### src/rtl/cnn_pkg.sv
// Shared constants, tap numbering and FSM state type for the 3x3 window generator.
package cnn_pkg;

  localparam int unsigned WIDTH   = 9;
  localparam int unsigned Y_WIDTH = 2 * WIDTH;

  localparam int unsigned TAP_NW = 1;
  localparam int unsigned TAP_N  = 2;
  localparam int unsigned TAP_NE = 3;
  localparam int unsigned TAP_W  = 4;
  localparam int unsigned TAP_C  = 5;
  localparam int unsigned TAP_E  = 6;
  localparam int unsigned TAP_SW = 7;
  localparam int unsigned TAP_S  = 8;
  localparam int unsigned TAP_SE = 9;

  typedef enum logic [1:0] {StFill, StRun, StFlush} state_e;

  // Bit t-1 set means tap t lies inside the image and is passed through.
  function automatic logic [8:0] tap_keep(input logic top, input logic bottom,
                                          input logic left, input logic right);
    logic [8:0] keep;
    keep = '1;
    if (top) begin
      keep[TAP_NW-1] = 1'b0;
      keep[TAP_N-1]  = 1'b0;
      keep[TAP_NE-1] = 1'b0;
    end
    if (bottom) begin
      keep[TAP_SW-1] = 1'b0;
      keep[TAP_S-1]  = 1'b0;
      keep[TAP_SE-1] = 1'b0;
    end
    if (left) begin
      keep[TAP_NW-1] = 1'b0;
      keep[TAP_W-1]  = 1'b0;
      keep[TAP_SW-1] = 1'b0;
    end
    if (right) begin
      keep[TAP_NE-1] = 1'b0;
      keep[TAP_E-1]  = 1'b0;
      keep[TAP_SE-1] = 1'b0;
    end
    return keep;
  endfunction

endpackage

### src/rtl/cnn_window_gen_if.sv
// Pixel-in / window-out streaming bus of the 3x3 window generator.
interface cnn_window_gen_if #(
  parameter int unsigned WIDTH = cnn_pkg::WIDTH,
  parameter int unsigned IMG_W = 8,
  parameter int unsigned IMG_H = 8
);

  logic                        in_valid;
  logic                        in_ready;
  logic signed [WIDTH-1:0]     in_u;
  logic signed [2*WIDTH-1:0]   in_y;
  logic                        out_valid;
  logic                        out_ready;
  logic [9*WIDTH-1:0]          out_u;
  logic [18*WIDTH-1:0]         out_y;
  logic [$clog2(IMG_H)-1:0]    out_row;
  logic [$clog2(IMG_W)-1:0]    out_col;
  logic                        out_last;

  modport slave (
    input  in_valid, in_u, in_y, out_ready,
    output in_ready, out_valid, out_u, out_y, out_row, out_col, out_last
  );

  modport master (
    output in_valid, in_u, in_y, out_ready,
    input  in_ready, out_valid, out_u, out_y, out_row, out_col, out_last
  );

endinterface

### src/rtl/cnn_line_buffer.sv
// Circular delay line: data_o is the word written Depth shifts ago.
module cnn_line_buffer #(
  parameter int unsigned Depth     = 8,
  parameter int unsigned DataWidth = 27
) (
  input  logic                 clk_i,
  input  logic                 rst_i,
  input  logic                 shift_en_i,
  input  logic [DataWidth-1:0] data_i,
  output logic [DataWidth-1:0] data_o
);

  localparam int unsigned AW = (Depth > 1) ? $clog2(Depth) : 1;
  localparam logic [AW-1:0] LastAddr = AW'(Depth - 1);

  logic [DataWidth-1:0] mem_q [Depth];
  logic [AW-1:0]        ptr_q;

  assign data_o = mem_q[ptr_q];

  always_ff @(posedge clk_i) begin
    if (rst_i) begin
      ptr_q <= '0;
    end else if (shift_en_i) begin
      ptr_q <= (ptr_q == LastAddr) ? '0 : ptr_q + 1'b1;
    end
  end

  // Storage is deliberately not reset; boundary masking hides stale words.
  always_ff @(posedge clk_i) begin
    if (shift_en_i) begin
      mem_q[ptr_q] <= data_i;
    end
  end

endmodule

### src/rtl/cnn_window_gen.sv
// Streaming 3x3 {Y,U} neighbourhood generator with zero padding at the image border.
module cnn_window_gen #(
  parameter int unsigned WIDTH = cnn_pkg::WIDTH,
  parameter int unsigned IMG_W = 8,
  parameter int unsigned IMG_H = 8
) (
  input logic             clk,
  input logic             rst,
  cnn_window_gen_if.slave win_if
);
  import cnn_pkg::*;

  localparam int unsigned PW       = 3 * WIDTH;
  localparam int unsigned YW       = 2 * WIDTH;
  localparam int unsigned NumPix   = IMG_H * IMG_W;
  localparam int unsigned NumSlots = NumPix + IMG_W + 1;
  localparam int unsigned SW       = $clog2(NumSlots);
  localparam int unsigned RW       = $clog2(IMG_H);
  localparam int unsigned CW       = $clog2(IMG_W);

  localparam logic [SW-1:0] LastFill = SW'(IMG_W);
  localparam logic [SW-1:0] LastPix  = SW'(NumPix - 1);
  localparam logic [SW-1:0] LastSlot = SW'(NumSlots - 1);
  localparam logic [RW-1:0] LastRow  = RW'(IMG_H - 1);
  localparam logic [CW-1:0] LastCol  = CW'(IMG_W - 1);

  state_e              state_q;
  logic [SW-1:0]       slot_q;
  logic [RW-1:0]       row_q;
  logic [CW-1:0]       col_q;
  logic [PW-1:0]       win_q [9];
  logic [PW-1:0]       win_d [9];
  logic [PW-1:0]       slot_pix, lb0_out, lb1_out;
  logic                can_adv, adv, emit;
  logic [8:0]          keep;
  logic [9*WIDTH-1:0]  u_d;
  logic [18*WIDTH-1:0] y_d;

  logic                out_valid_q, out_last_q;
  logic [9*WIDTH-1:0]  out_u_q;
  logic [18*WIDTH-1:0] out_y_q;
  logic [RW-1:0]       out_row_q;
  logic [CW-1:0]       out_col_q;

  assign can_adv         = !out_valid_q || win_if.out_ready;
  assign win_if.in_ready = can_adv && (state_q != StFlush);
  assign adv             = can_adv && ((state_q == StFlush) || win_if.in_valid);
  assign emit            = adv && (state_q != StFill);
  assign slot_pix        = (state_q == StFlush) ? '0 : {win_if.in_y, win_if.in_u};

  cnn_line_buffer #(.Depth(IMG_W), .DataWidth(PW)) u_lb0 (
    .clk_i      (clk),
    .rst_i      (rst),
    .shift_en_i (adv),
    .data_i     (slot_pix),
    .data_o     (lb0_out)
  );

  cnn_line_buffer #(.Depth(IMG_W), .DataWidth(PW)) u_lb1 (
    .clk_i      (clk),
    .rst_i      (rst),
    .shift_en_i (adv),
    .data_i     (lb0_out),
    .data_o     (lb1_out)
  );

  // Right column takes pixels s-2W, s-W, s; the centre is then pixel s-W-1.
  always_comb begin
    for (int r = 0; r < 3; r++) begin
      win_d[3*r]     = win_q[3*r+1];
      win_d[3*r + 1] = win_q[3*r+2];
    end
    win_d[2] = lb1_out;
    win_d[5] = lb0_out;
    win_d[8] = slot_pix;
  end

  assign keep = tap_keep(row_q == '0, row_q == LastRow, col_q == '0, col_q == LastCol);

  always_comb begin
    u_d = '0;
    y_d = '0;
    for (int t = 0; t < 9; t++) begin
      if (keep[t]) begin
        u_d[t*WIDTH +: WIDTH] = win_d[t][WIDTH-1:0];
        y_d[t*YW +: YW]       = win_d[t][PW-1:WIDTH];
      end
    end
  end

  always_ff @(posedge clk) begin
    if (rst) begin
      state_q     <= StFill;
      slot_q      <= '0;
      row_q       <= '0;
      col_q       <= '0;
      out_valid_q <= 1'b0;
      out_last_q  <= 1'b0;
      out_u_q     <= '0;
      out_y_q     <= '0;
      out_row_q   <= '0;
      out_col_q   <= '0;
      for (int t = 0; t < 9; t++) win_q[t] <= '0;
    end else begin
      if (adv) begin
        for (int t = 0; t < 9; t++) win_q[t] <= win_d[t];
        slot_q <= slot_q + 1'b1;
        unique case (state_q)
          StFill:  if (slot_q == LastFill) state_q <= StRun;
          StRun:   if (slot_q == LastPix) state_q <= StFlush;
          StFlush: begin
            // The final window sits in the output register; the next frame may start.
            if (slot_q == LastSlot) begin
              state_q <= StFill;
              slot_q  <= '0;
            end
          end
          default: state_q <= StFill;
        endcase
      end
      if (emit) begin
        out_valid_q <= 1'b1;
        out_u_q     <= u_d;
        out_y_q     <= y_d;
        out_row_q   <= row_q;
        out_col_q   <= col_q;
        out_last_q  <= (row_q == LastRow) && (col_q == LastCol);
        if (col_q == LastCol) begin
          col_q <= '0;
          row_q <= (row_q == LastRow) ? '0 : row_q + 1'b1;
        end else begin
          col_q <= col_q + 1'b1;
        end
      end else if (win_if.out_ready) begin
        out_valid_q <= 1'b0;
        out_last_q  <= 1'b0;
      end
    end
  end

  assign win_if.out_valid = out_valid_q;
  assign win_if.out_last  = out_last_q;
  assign win_if.out_u     = out_u_q;
  assign win_if.out_y     = out_y_q;
  assign win_if.out_row   = out_row_q;
  assign win_if.out_col   = out_col_q;

endmodule

### src/flat_wrapper.sv
// flat-port wrapper written by rule: the top's interface ports become plain ports
module cnn_window_gen_flat import cnn_pkg::*;
#(
  parameter int unsigned WIDTH = cnn_pkg::WIDTH,
  parameter int unsigned IMG_W = 8,
  parameter int unsigned IMG_H = 8
)
  (clk, rst, win_if_in_valid, win_if_in_u, win_if_in_y, win_if_out_ready, win_if_in_ready, win_if_out_valid, win_if_out_u, win_if_out_y, win_if_out_row, win_if_out_col, win_if_out_last);
  cnn_window_gen_if #(.WIDTH(WIDTH), .IMG_W(IMG_W), .IMG_H(IMG_H)) win_if_i ();
  input logic clk;
  input logic rst;
  input wire logic [$bits(win_if_i.in_valid)-1:0] win_if_in_valid;
  input wire logic [$bits(win_if_i.in_u)-1:0] win_if_in_u;
  input wire logic [$bits(win_if_i.in_y)-1:0] win_if_in_y;
  input wire logic [$bits(win_if_i.out_ready)-1:0] win_if_out_ready;
  output wire logic [$bits(win_if_i.in_ready)-1:0] win_if_in_ready;
  output wire logic [$bits(win_if_i.out_valid)-1:0] win_if_out_valid;
  output wire logic [$bits(win_if_i.out_u)-1:0] win_if_out_u;
  output wire logic [$bits(win_if_i.out_y)-1:0] win_if_out_y;
  output wire logic [$bits(win_if_i.out_row)-1:0] win_if_out_row;
  output wire logic [$bits(win_if_i.out_col)-1:0] win_if_out_col;
  output wire logic [$bits(win_if_i.out_last)-1:0] win_if_out_last;
  assign win_if_i.in_valid = win_if_in_valid;
  assign win_if_i.in_u = win_if_in_u;
  assign win_if_i.in_y = win_if_in_y;
  assign win_if_i.out_ready = win_if_out_ready;
  assign win_if_in_ready = win_if_i.in_ready;
  assign win_if_out_valid = win_if_i.out_valid;
  assign win_if_out_u = win_if_i.out_u;
  assign win_if_out_y = win_if_i.out_y;
  assign win_if_out_row = win_if_i.out_row;
  assign win_if_out_col = win_if_i.out_col;
  assign win_if_out_last = win_if_i.out_last;
  cnn_window_gen #(.WIDTH(WIDTH), .IMG_W(IMG_W), .IMG_H(IMG_H)) u_core (.clk(clk), .rst(rst), .win_if(win_if_i));
endmodule
### config.mk
export PLATFORM = sky130hd
export DESIGN_NAME = cnn_window_gen_flat
export DESIGN_NICKNAME = d
export VERILOG_FILES = /design/src/rtl/cnn_pkg.sv /design/src/rtl/cnn_window_gen_if.sv /design/src/rtl/cnn_line_buffer.sv /design/src/rtl/cnn_window_gen.sv /design/src/flat_wrapper.sv
export SDC_FILE = /design/constraint.sdc
export NUM_CORES = 1
export LEC_CHECK = 0
export CAP_MARGIN = 20
export CELL_PAD_IN_SITES_DETAIL_PLACEMENT = 1
export CELL_PAD_IN_SITES_GLOBAL_PLACEMENT = 1
export CORE_AREA = 4 4 240 242
export CTS_BUF_LIST = sky130_fd_sc_hd__clkbuf_4
export DETAILED_ROUTE_END_ITERATION = 6
export DIE_AREA = 0 0 244 246
export DONT_BUFFER_PORTS = 1
export PLACE_DENSITY = 0.93
export SYNTH_ARGS = -nofsm -noshare
export SYNTH_HDL_FRONTEND = slang
export SYNTH_SLANG_ARGS = --single-unit
### constraint.sdc
create_clock -name clk -period 14.7 [get_ports clk]
set_input_delay 2.205 -clock clk [delete_from_list [all_inputs] [get_ports clk]]
set_output_delay 2.205 -clock clk [all_outputs]
set_load 0.01 [all_outputs]
==> flow_metrics.env, run 1 <==
export IMPL_power_density_mw_per_mm2=143.8
export IMPL_syn_area_per_cell_um2=14.89
export IMPL_grt_setup_unrepaired="false"
export IMPL_synth_area_mm2=0.03252
export IMPL_cp_data_arrival_time_ns=2.98
export IMPL_drt_iter0_drc=3320
export IMPL_yosys_warnings=0
export IMPL_core_area_mm2=0.05509
export IMPL_vias=21780
export IMPL_synth_most_common_cell="edfxtp_1"
export IMPL_wl_um=113100
export IMPL_rows=86
export IMPL_drc=0
export IMPL_die_h_um=246
export IMPL_grt_pass1_wl_um=149500
export IMPL_clock_sinks=872
export IMPL_cts_resized_gates=0
export IMPL_synth_edf_count=594
export IMPL_startpoint_type="input pin"
export IMPL_nNetsFinal=2331
export IMPL_relSlewSlack=0.1267
export IMPL_track_usage=0.3393
export IMPL_overflow=0
export IMPL_critPathSlowestCell="nor2b_1"
export IMPL_synthArstFlopShare=0
export IMPL_synth_seq_cells=872
export IMPL_path_buf_inv=0
export IMPL_yosysTopAreaCellShare=0.5484
export IMPL_crit_type="input pin to output pin"
export IMPL_dr_pass1_iters=6
export IMPL_ant_nets=0
export IMPL_setup_viol=0
export IMPL_wl_per_cell_um=35.11
export IMPL_synth_cell_types=51
export IMPL_synth_ff_type="edfxtp_1"
export IMPL_post_place_ws_ns=9.536
export IMPL_cts_tree="built"
export IMPL_cts_made_buffers=207
export IMPL_yosysTopAreaCell="edfxtp_1"
export IMPL_antenna_found_initial=8
export IMPL_cts_setup_buffers=0
export IMPL_fin_util=0.6520
export IMPL_io_buffers=0
export IMPL_start_util=0.5903
export IMPL_critPathCaptureType="output pin"
export IMPL_clock_skew_ns=0.1051
export IMPL_gp_congestion=0.8350
export IMPL_grt_max_degree=220
export IMPL_drive_gt1_frac=0.2139
export IMPL_clk_latency_ns=1.14
export IMPL_max_cap_violations=0
export IMPL_dp_hpwl_um=55260
export IMPL_max_slew_worst_pin_slew_ns=1.274
export IMPL_hold_class="flip-flop to flip-flop"
export IMPL_ctsHoldBuffers=0
export IMPL_crit_chain="nor2b_1, nor2_1"
export IMPL_worstPathRequired_ns=12.49
export IMPL_vias_per_cell=6.764
export IMPL_slew_viol_final=0
export IMPL_max_vdd_ir_drop_mv=0.07654
export IMPL_finalCritPeriodShare=0.3528
export IMPL_fp_dieArea_mm2=0.06002
export IMPL_fmax_mhz=192.8
export IMPL_syn_inst=2184
export IMPL_status="completed"
export IMPL_final_setup_tns_ns=0
export IMPL_grt_pass1_vias=21750
export IMPL_path_delay_family="simple AND/OR/NAND/NOR gates"
export IMPL_p_leak_nw=12.00
export IMPL_setup_ws_ns=9.514
export IMPL_path_max_fanout=4
export IMPL_ys_top_cells_by_area="edfxtp_1 (55%), dfxtp_1 (17%), mux4_2 (7.5%), a21oi_1 (3.3%), nand2_1 (2.9%)"
export IMPL_synth_seq_area_share=0.7196
export IMPL_slowest_delay_ns=0.56
export IMPL_clk_pin_slew_ns=0.06
export IMPL_h_tree_depth=4
export IMPL_fp_dieW_um=244
export IMPL_syn2layout_area_growth_pct=10.44
export IMPL_synth_nets=2227
export IMPL_min_period_ns=5.186
export IMPL_clk_path_buf_depth=3
export IMPL_finalHoldViolCount=0
export IMPL_cts_root_buffer="clkbuf_4"
export IMPL_synth_common_cells="edfxtp_1 (594), dfxtp_1 (278), nand2_1 (249)"
export IMPL_boundaryPins=283
==> cell families after synthesis <==
group | count (synthesis) | share of synthesized area
flops | 872 | 0.7196
simple gates | 665 | 0.1021
compound gates | 284 | 0.05093
buf+inv | 185 | 0.03008
mux | 164 | 0.09217
fa+ha+maj | 12 | 0.004616
xor+xnor | 2 | 0.0005387
==> cells in the final DEF, fill, tap and decap left out, types with 2 or more instances in the layout <==
cell type,n
buf_4,37
o2bb2ai_1,54
clkinv_4,4
nor2_4,6
dfxtp_1,274
a21oi_1,214
dfxtp_4,2
and2_1,135
nor4_2,2
a31oi_1,3
mux4_2,108
nand2_1,249
inv_1,37
nand2b_1,7
clkinv_1,37
nand3_1,114
nor2_1,60
inv_2,5
nor2b_1,3
buf_8,2
nor3_1,2
edfxtp_1,594
nor3_2,8
nand4_1,2
nand3b_1,57
dfxtp_2,2
clkbuf_4,323
clkinv_2,5
o21ai_0,4
mux2i_1,55
or3_1,4
buf_16,3
o211ai_1,2
ha_1,12
clkinvlp_4,5
diode_2,13
==> worst register-to-register path, stage by stage (launching register included) <==
cell     delay, ns
dfxtp_2       0.57
buf_4         0.62
mux4_2        0.44
mux2i_1       0.92
inv_1         0.47
==> flip-flops by register name, indices dropped and copies added, names as in the netlist, named ones only <==
name,count
u_core.win_if.out_u,81
u_core.win_q,162
u_core.win_if.out_valid,1
u_core.win_if.out_row,3
u_core.win_if.out_col,3
u_core.u_lb0.mem_q,216
u_core.col_q,3
u_core.slot_q,7
u_core.u_lb1.ptr_q,3
u_core.state_q,2
u_core.row_q,3
u_core.win_if.out_y,162
u_core.u_lb1.mem_q,216
u_core.win_if.out_last,1
u_core.u_lb0.ptr_q,3
==> routing by layer <==
metal  up-vias  wire length (µm)  GRT usage
met2      1990             53280     0.5343
met4         4              7667     0.1742
met3       498             14360     0.1222
met1     10910             37720     0.4182
met5         -                27          0
li1       8383                 -          -
==> layout make-up <==
type	count	area, µm²
flip-flops and latches	872	23410
inverters	37	138.9
diodes	13	32.53
clock inverters	57	285.3
clock buffers	323	2425
fillers	5082	19170
repair buffers	43	410.4
well taps	748	935.9
multi-input cells	1127	8280
==> where the power goes <==
group	internal (W)	total (W)	switching [W]
Sequential	0.00270	0.00275	0.0000451
Combinational	0.0000748	0.000262	0.000188
Clock	0.00102	0.00216	0.00114
Total	0.00379	0.00516	0.00137
==> per-stage QoR <==
stage | hold slack, ns | instance area [µm²] | std cells | total power [W]
after floorplan | 0.4536 | 32520 | 2184 | 0.002919
after global placement | 0.4711 | 33020 | 2817 | 0.002995
after detailed placement | 0.4812 | 33020 | 2817 | 0.003019
after CTS | 0.4980 | 35730 | 3197 | 0.005065
after global routing | 0.5127 | 35900 | 3212 | 0.005312
final | 0.4960 | 35920 | 3220 | 0.005164
==> final timing paths <==
| path | startpoint | to | slack (ns) | depth (start not counted) |
|---|---|---|---|---|
| setup reg to reg | flip-flop | u_core.u_lb1.mem_q[5][22] | 11.27 | 4 |
| hold reg to reg | u_core.win_if.out_u[35] | u_core.win_if.out_u[35] | 0.50 | 2 |
| hold / removal | u_core.win_if.out_u[35] | u_core.win_if.out_u[35] | 0.50 | 2 |
| setup / recovery | win_if_out_ready | win_if_in_ready | 9.51 | 2 |
Note: power is estimated with default switching activity, not from simulation.
==> inputs of run 2 (changes only) <==
Settings changed: CORE_AREA 4 4 240 242 to 4 4 249 251, DIE_AREA 0 0 244 246 to 0 0 253 255, PLACE_DENSITY 0.93 to 0.88.
Clock period 14.7 ns to 5.4 ns, I/O delays scaled along.
==> run 2 against run 1 <==
Compared with the run above: sequential share of layout area is 0.35 points lower; highest routed layer unchanged; largest cell class unchanged; cell count is 1.5% higher; register-to-register slack worse by 9.0 ns; worst hold slack worse by 0.39 ns; wire length is 14% lower; largest power group unchanged.
==> flow_metrics.env, run 2 (synthesized netlist as in run 1, its figures left out) <==
export IMPL_status="completed"
export IMPL_syn2layout_area_growth_pct=11.04
export IMPL_antenna_found_initial=8
export IMPL_clk_path_buf_depth=3
export IMPL_final_setup_tns_ns=0
export IMPL_nNetsFinal=2342
export IMPL_dr_pass1_iters=5
export IMPL_path_delay_family="multiplexers"
export IMPL_track_usage=0.2981
export IMPL_slew_viol_final=0
export IMPL_boundaryPins=283
export IMPL_io_buffers=0
export IMPL_dp_hpwl_um=56760
export IMPL_grt_pass1_wl_um=141700
export IMPL_start_util=0.5429
export IMPL_crit_chain="buf_4, mux4_2, mux2i_1, inv_1"
export IMPL_setup_viol=0
export IMPL_grt_use_met1=0.3800
export IMPL_clk_pin_slew_ns=0.08
export IMPL_drt_iter0_drc=2377
export IMPL_clk_latency_ns=1.09
export IMPL_p_total_w=0.01389
export IMPL_top_usage_layer="met2"
export IMPL_rrSetupSlack_ns=2.25
export IMPL_max_cap_violations=0
export IMPL_critPathCaptureType="flip-flop"
export IMPL_vias=20370
export IMPL_relSlewSlack=0.2562
export IMPL_post_place_ws_ns=2.248
export IMPL_final_cell_mix="edfxtp_1 (594), clkbuf_4 (334), dfxtp_1 (274), nand2_1 (249), a21oi_1 (214)"
export IMPL_cts_resized_gates=0
export IMPL_path_buf_inv=2
export IMPL_hold_class="input pin to flip-flop"
export IMPL_num_fill_cells=5670
export IMPL_reg_top3="u_core.u_lb0.mem_q x216, u_core.u_lb1.mem_q x216"
export IMPL_setup_ws_ns=2.254
export IMPL_final_common_cell="edfxtp_1"
export IMPL_core_area_mm2=0.05991
export IMPL_instances_no_fill=3267
export IMPL_drc=0
export IMPL_path_max_fanout=41
export IMPL_critical_path_cell_count=4
export IMPL_max_slew_worst_pin_slew_ns=1.113
export IMPL_slowest_delay_ns=0.93
export IMPL_cp_data_arrival_time_ns=3.84
export IMPL_drive_gt1_frac=0.2166
export IMPL_grt_setup_unrepaired="false"
export IMPL_min_period_ns=3.146
export IMPL_r2r_cells=4
export IMPL_crit_path_end="u_core.u_lb1.mem_q[2][20]"
export IMPL_vias_per_cell=6.234
export IMPL_cts_made_buffers=210
export IMPL_clock_sinks=872
export IMPL_fp_dieArea_mm2=0.06452
export IMPL_ant_nets=0
export IMPL_grt_use_met2=0.4742
export IMPL_wl_per_cell_um=29.65
export IMPL_rows=90
export IMPL_worstReg2RegEnd="u_core.u_lb1.mem_q[2][20]"
export IMPL_max_vdd_ir_drop_mv=0.2416
export IMPL_fp_dieW_um=253
export IMPL_p_leak_nw=12.10
export IMPL_worstPathRequired_ns=6.09
export IMPL_cts_tree="built"
export IMPL_h_tree_depth=4
export IMPL_cts_root_buffer="clkbuf_4"
export IMPL_power_density_mw_per_mm2=384.6
export IMPL_startpoint_type="flip-flop"
export IMPL_wl_um=96880
export IMPL_critPathSlowestCell="dfxtp_4"
export IMPL_die_h_um=255
export IMPL_crit_type="flip-flop to flip-flop"
export IMPL_clock_skew_ns=0.09028
export IMPL_grt_pass1_vias=21110
export IMPL_grt_use_met3=0.09308
export IMPL_finalCritPeriodShare=0.5826
export IMPL_grt_max_degree=214
export IMPL_dp_cells=2864
export IMPL_overflow=0
export IMPL_gp_congestion=0.8318
export IMPL_finalHoldViolCount=0
export IMPL_fmax_mhz=317.8
## run 2: cell count changes in the layout (fill, tap and decap cells not counted)
cell           change
clkbuf_4          +11
buf_4              +7
clkinv_1           +7
diode_2            -7
clkinv_4           -4
inv_2              -4
bufinv_16          +3
dlygate4sd3_1      +3
buf_16             -2
clkinvlp_4         -2
clkinv_2           +1
mux2i_1            -1
mux2i_2            +1
## run 2: per-stage QoR
step                utilization  area [µm²]  hold WS [ns]
floorplan                     -       32530        0.4536
global placement         0.5536       33160        0.4639
detailed placement       0.5538       33180        0.4819
CTS                      0.6024       36090       0.02713
global route             0.6028       36110       0.04631
finish                   0.6029       36120        0.1095
## run 2: area by class of cell
cell class,instances,area [µm²],share of cell area
sequential,872,23410,0.6483
multi-input combinational,1127,8284,0.2294
clock buffer,334,2507,0.06943
tap,782,978.4,0.02709
timing repair buffer,51,437.9,0.01213
clock inverter,58,341.6,0.009458
inverter,37,138.9,0.003845
antenna,6,15.01,0.0004157
## run 2: worst min path at each step
stage	cells after the start	startpoint	endpoint	slack (ns)
final	2	rst	u_core.win_if.out_u[48]	0.11
after global routing	2	rst	u_core.win_if.out_u[48]	0.05
after CTS	2	rst	u_core.win_if.out_u[48]	0.03
after detailed placement	2	u_core.row_q[2]	u_core.win_if.out_row[2]	0.48
after global placement	2	u_core.row_q[2]	u_core.win_if.out_row[2]	0.46
after floorplan	2	u_core.row_q[2]	u_core.win_if.out_row[2]	0.45
## run 2: metal layers
layer | part of all wire | up-vias
li1 | - | 8414
met1 | 0.37 | 10390
met2 | 0.48 | 1279
met3 | 0.10 | 281
met4 | 0.043 | 2
met5 | 0.00012 | -
## run 2: power by group
group          internal, W  switching, W  total (W)
logic             0.000206      0.000470   0.000677
clock network      0.00299       0.00276    0.00575
registers          0.00735      0.000113    0.00746
## run 2: timing repair
item	4_1_cts	5_1_grt
endpoints found under the hold margin	220	0
setup buffers	0	0
hold buffers	4	0
==> inputs of run 3 (changes only) <==
Clock period 5.4 ns to 3 ns, I/O delays scaled along.
==> run 3 against run 2 <==
Compared with the run above: the flow now finishes with violations (negative setup slack); utilization increased by 6.2 points; critical path depth increased by 2; clock power increased by 100%; maximum frequency decreased by 0.16%; design area increased by 10%; largest cell class unchanged; largest power group unchanged; highest routed layer unchanged.
==> flow_metrics.env, run 3 (synthesized netlist as in run 1, its figures left out) <==
export IMPL_grt_pass1_wl_um=183000
export IMPL_p_leak_nw=14.43
export IMPL_boundaryPins=283
export IMPL_startpoint_type="flip-flop"
export IMPL_rows=90
export IMPL_crit_type="flip-flop to flip-flop"
export IMPL_failed_checks="negative setup slack"
export IMPL_p_int_w=0.01899
export IMPL_switchingPower_w=0.007472
export IMPL_clk_pin_slew_ns=0.11
export IMPL_drc=0
export IMPL_p_clk_frac=0.436
export IMPL_h_tree_depth=4
export IMPL_fp_dieArea_mm2=0.06452
export IMPL_reg_top3="u_core.u_lb0.mem_q x216, u_core.u_lb1.mem_q x216"
export IMPL_slowest_delay_ns=0.70
export IMPL_core_area_mm2=0.05991
export IMPL_max_vdd_ir_drop_mv=0.3729
export IMPL_grt_use_met2=0.6283
export IMPL_antenna_found_initial=16
export IMPL_dp_hpwl_um=57640
export IMPL_r2r_cells=6
export IMPL_start_util=0.5429
export IMPL_critPathSlowestCell="and2_1"
export IMPL_dr_pass1_iters=6
export IMPL_ant_nets=0
export IMPL_grt_use_met3=0.1367
export IMPL_status="finished with violations"
export IMPL_drive_gt1_frac=0.1954
export IMPL_cp_data_arrival_time_ns=4.18
export IMPL_setup_viol=19
export IMPL_dp_cells=2876
export IMPL_pwr_share_seq=0.510
export IMPL_final_common_cell="edfxtp_1"
export IMPL_finalCritPeriodShare=1.050
export IMPL_wl_per_cell_um=39.23
export IMPL_p_comb_frac=0.054
export IMPL_path_max_fanout=28
export IMPL_power_density_mw_per_mm2=664.7
export IMPL_setup_ws_ns=-0.1512
export IMPL_drt_iter0_drc=4286
export IMPL_vias_per_cell=6.955
export IMPL_cts_made_buffers=207
export IMPL_syn2layout_area_growth_pct=22.43
export IMPL_grt_max_degree=151
export IMPL_relSlewSlack=0.1746
export IMPL_hp_start="rst"
export IMPL_finalHoldViolCount=0
export IMPL_clock_sinks=872
export IMPL_p_total_w=0.02647
export IMPL_track_usage=0.3936
export IMPL_io_buffers=0
export IMPL_hold_path_end="u_core.win_q[0][130]"
export IMPL_grt_pass1_vias=25260
export IMPL_slew_viol_final=0
export IMPL_r2r_start="u_core.state_q[0]"
export IMPL_hold_class="input pin to flip-flop"
export IMPL_max_cap_violations=0
export IMPL_clk_path_buf_depth=3
export IMPL_fp_dieW_um=253
export IMPL_worstHoldPathCells=4
export IMPL_rrSetupSlack_ns=-0.15
export IMPL_num_fill_cells=5458
export IMPL_max_slew_worst_pin_slew_ns=1.234
export IMPL_wl_um=142000
export IMPL_post_place_ws_ns=0.3357
export IMPL_p_sw_frac=0.2823
export IMPL_cts_root_buffer="clkbuf_4"
export IMPL_nNetsFinal=2687
export IMPL_final_setup_tns_ns=-0.7531
export IMPL_die_h_um=255
export IMPL_worstReg2RegEnd="u_core.win_if.out_u[79]"
export IMPL_cts_tree="built"
export IMPL_instances_no_fill=3620
export IMPL_ff_latch_area_mm2=0.02341
export IMPL_clk_latency_ns=1.12
export IMPL_holdWs_ns=0.09550
export IMPL_critPathCaptureType="flip-flop"
export IMPL_gp_congestion=0.8614
export IMPL_vias=25180
export IMPL_clock_skew_ns=0.1009
export IMPL_top_usage_layer="met2"
export IMPL_grt_use_met1=0.4590
export IMPL_final_cell_mix="edfxtp_1 (594), dlygate4sd3_1 (330), clkbuf_4 (307), dfxtp_1 (273), nand2_1 (249)"
export IMPL_multi_input_area_mm2=0.008357
export IMPL_worstPathRequired_ns=4.02
export IMPL_fmax_mhz=317.3
export IMPL_min_period_ns=3.151
export IMPL_crit_chain="nand2b_1, buf_4, and2_1, nand3_1, a21oi_1, dlygate4sd3_1"
export IMPL_overflow=0
==> run 3: cell count changes in the layout (fill, tap and decap cells not counted), moves of 4 or more <==
cell / before / now
clkinv_1: 44 / 57
dlygate4sd3_1: 3 / 330
clkinv_2: 6 / 10
nor2_4: 6 / 2
buf_12: 1 / 13
diode_2: 6 / 13
clkbuf_4: 334 / 307
nor2_2: 1 / 7
==> run 3: worst max-delay path: cells and delay by family, from the launching register on <==
family / cells / cell delay (ns)
AND/OR/NAND/NOR: 3 / 1.39
buffers and inverters: 2 / 0.94
flip-flops: 1 / 0.49
AO/OA/AOI/OAI: 1 / 0.26
==> run 3: worst max-delay path by stage <==
| stage | end | start | slack, ns | cells past startpoint |
|---|---|---|---|---|
| after floorplan | u_core.u_lb0.mem_q[0][0] | win_if_out_ready | -1.14 | 5 |
| after global placement | u_core.u_lb1.mem_q[1][4] | flip-flop | 0.41 | 4 |
| after detailed placement | u_core.u_lb1.mem_q[6][4] | flip-flop | 0.34 | 4 |
| after CTS | u_core.win_if.out_u[37] | u_core.win_if.out_valid | 0.04 | 7 |
| after global routing | u_core.win_if.out_u[37] | u_core.win_if.out_valid | -0.13 | 7 |
| final | u_core.win_if.out_u[79] | u_core.state_q[0] | -0.15 | 6 |
==> run 3: final cells by class <==
| type | count | area share |
|---|---|---|
| Inverter | 37 | 0.003488 |
| Timing Repair Buffer | 395 | 0.1020 |
| Sequential cell | 872 | 0.5880 |
| Clock inverter | 83 | 0.01342 |
| Tap cell | 782 | 0.02457 |
| Clock buffer | 307 | 0.05788 |
| Multi-Input combinational cell | 1131 | 0.2099 |
| Antenna cell | 13 | 0.0008170 |
==> run 3: through the flow <==
step	instance area, µm²	util
after global placement	33380	0.5572
after global routing	39790	0.6643
after CTS	39600	0.6609
after floorplan	32540	-
after detailed placement	33380	0.5572
final	39820	0.6647
==> run 3: power groups by stage <==
stage          sequential [W]  clock, W  combinational (W)
2_1_floorplan          0.0136         0           0.000726
3_3_place_gp           0.0136         0            0.00102
3_5_place_dp           0.0137         0            0.00110
4_1_cts                0.0134    0.0105            0.00124
5_1_grt                0.0135    0.0121            0.00144
6_report               0.0135    0.0115            0.00143
==> run 3: timing repair <==
action / CTS / global route
buffers inserted: 0 / 1
hold endpoints to repair: 589 / 1
hold buffers: 333 / 1
resized for setup: 0 / 18
endpoints found under the setup margin: 0 / 171
==> run 3: routing by layer <==
| layer | part of all wire | up-vias |
|---|---|---|
| li1 | - | 9114 |
| met3 | 0.14 | 902 |
| met5 | 0.00046 | - |
| met2 | 0.45 | 2743 |
| met4 | 0.095 | 10 |
| met1 | 0.32 | 12410 |
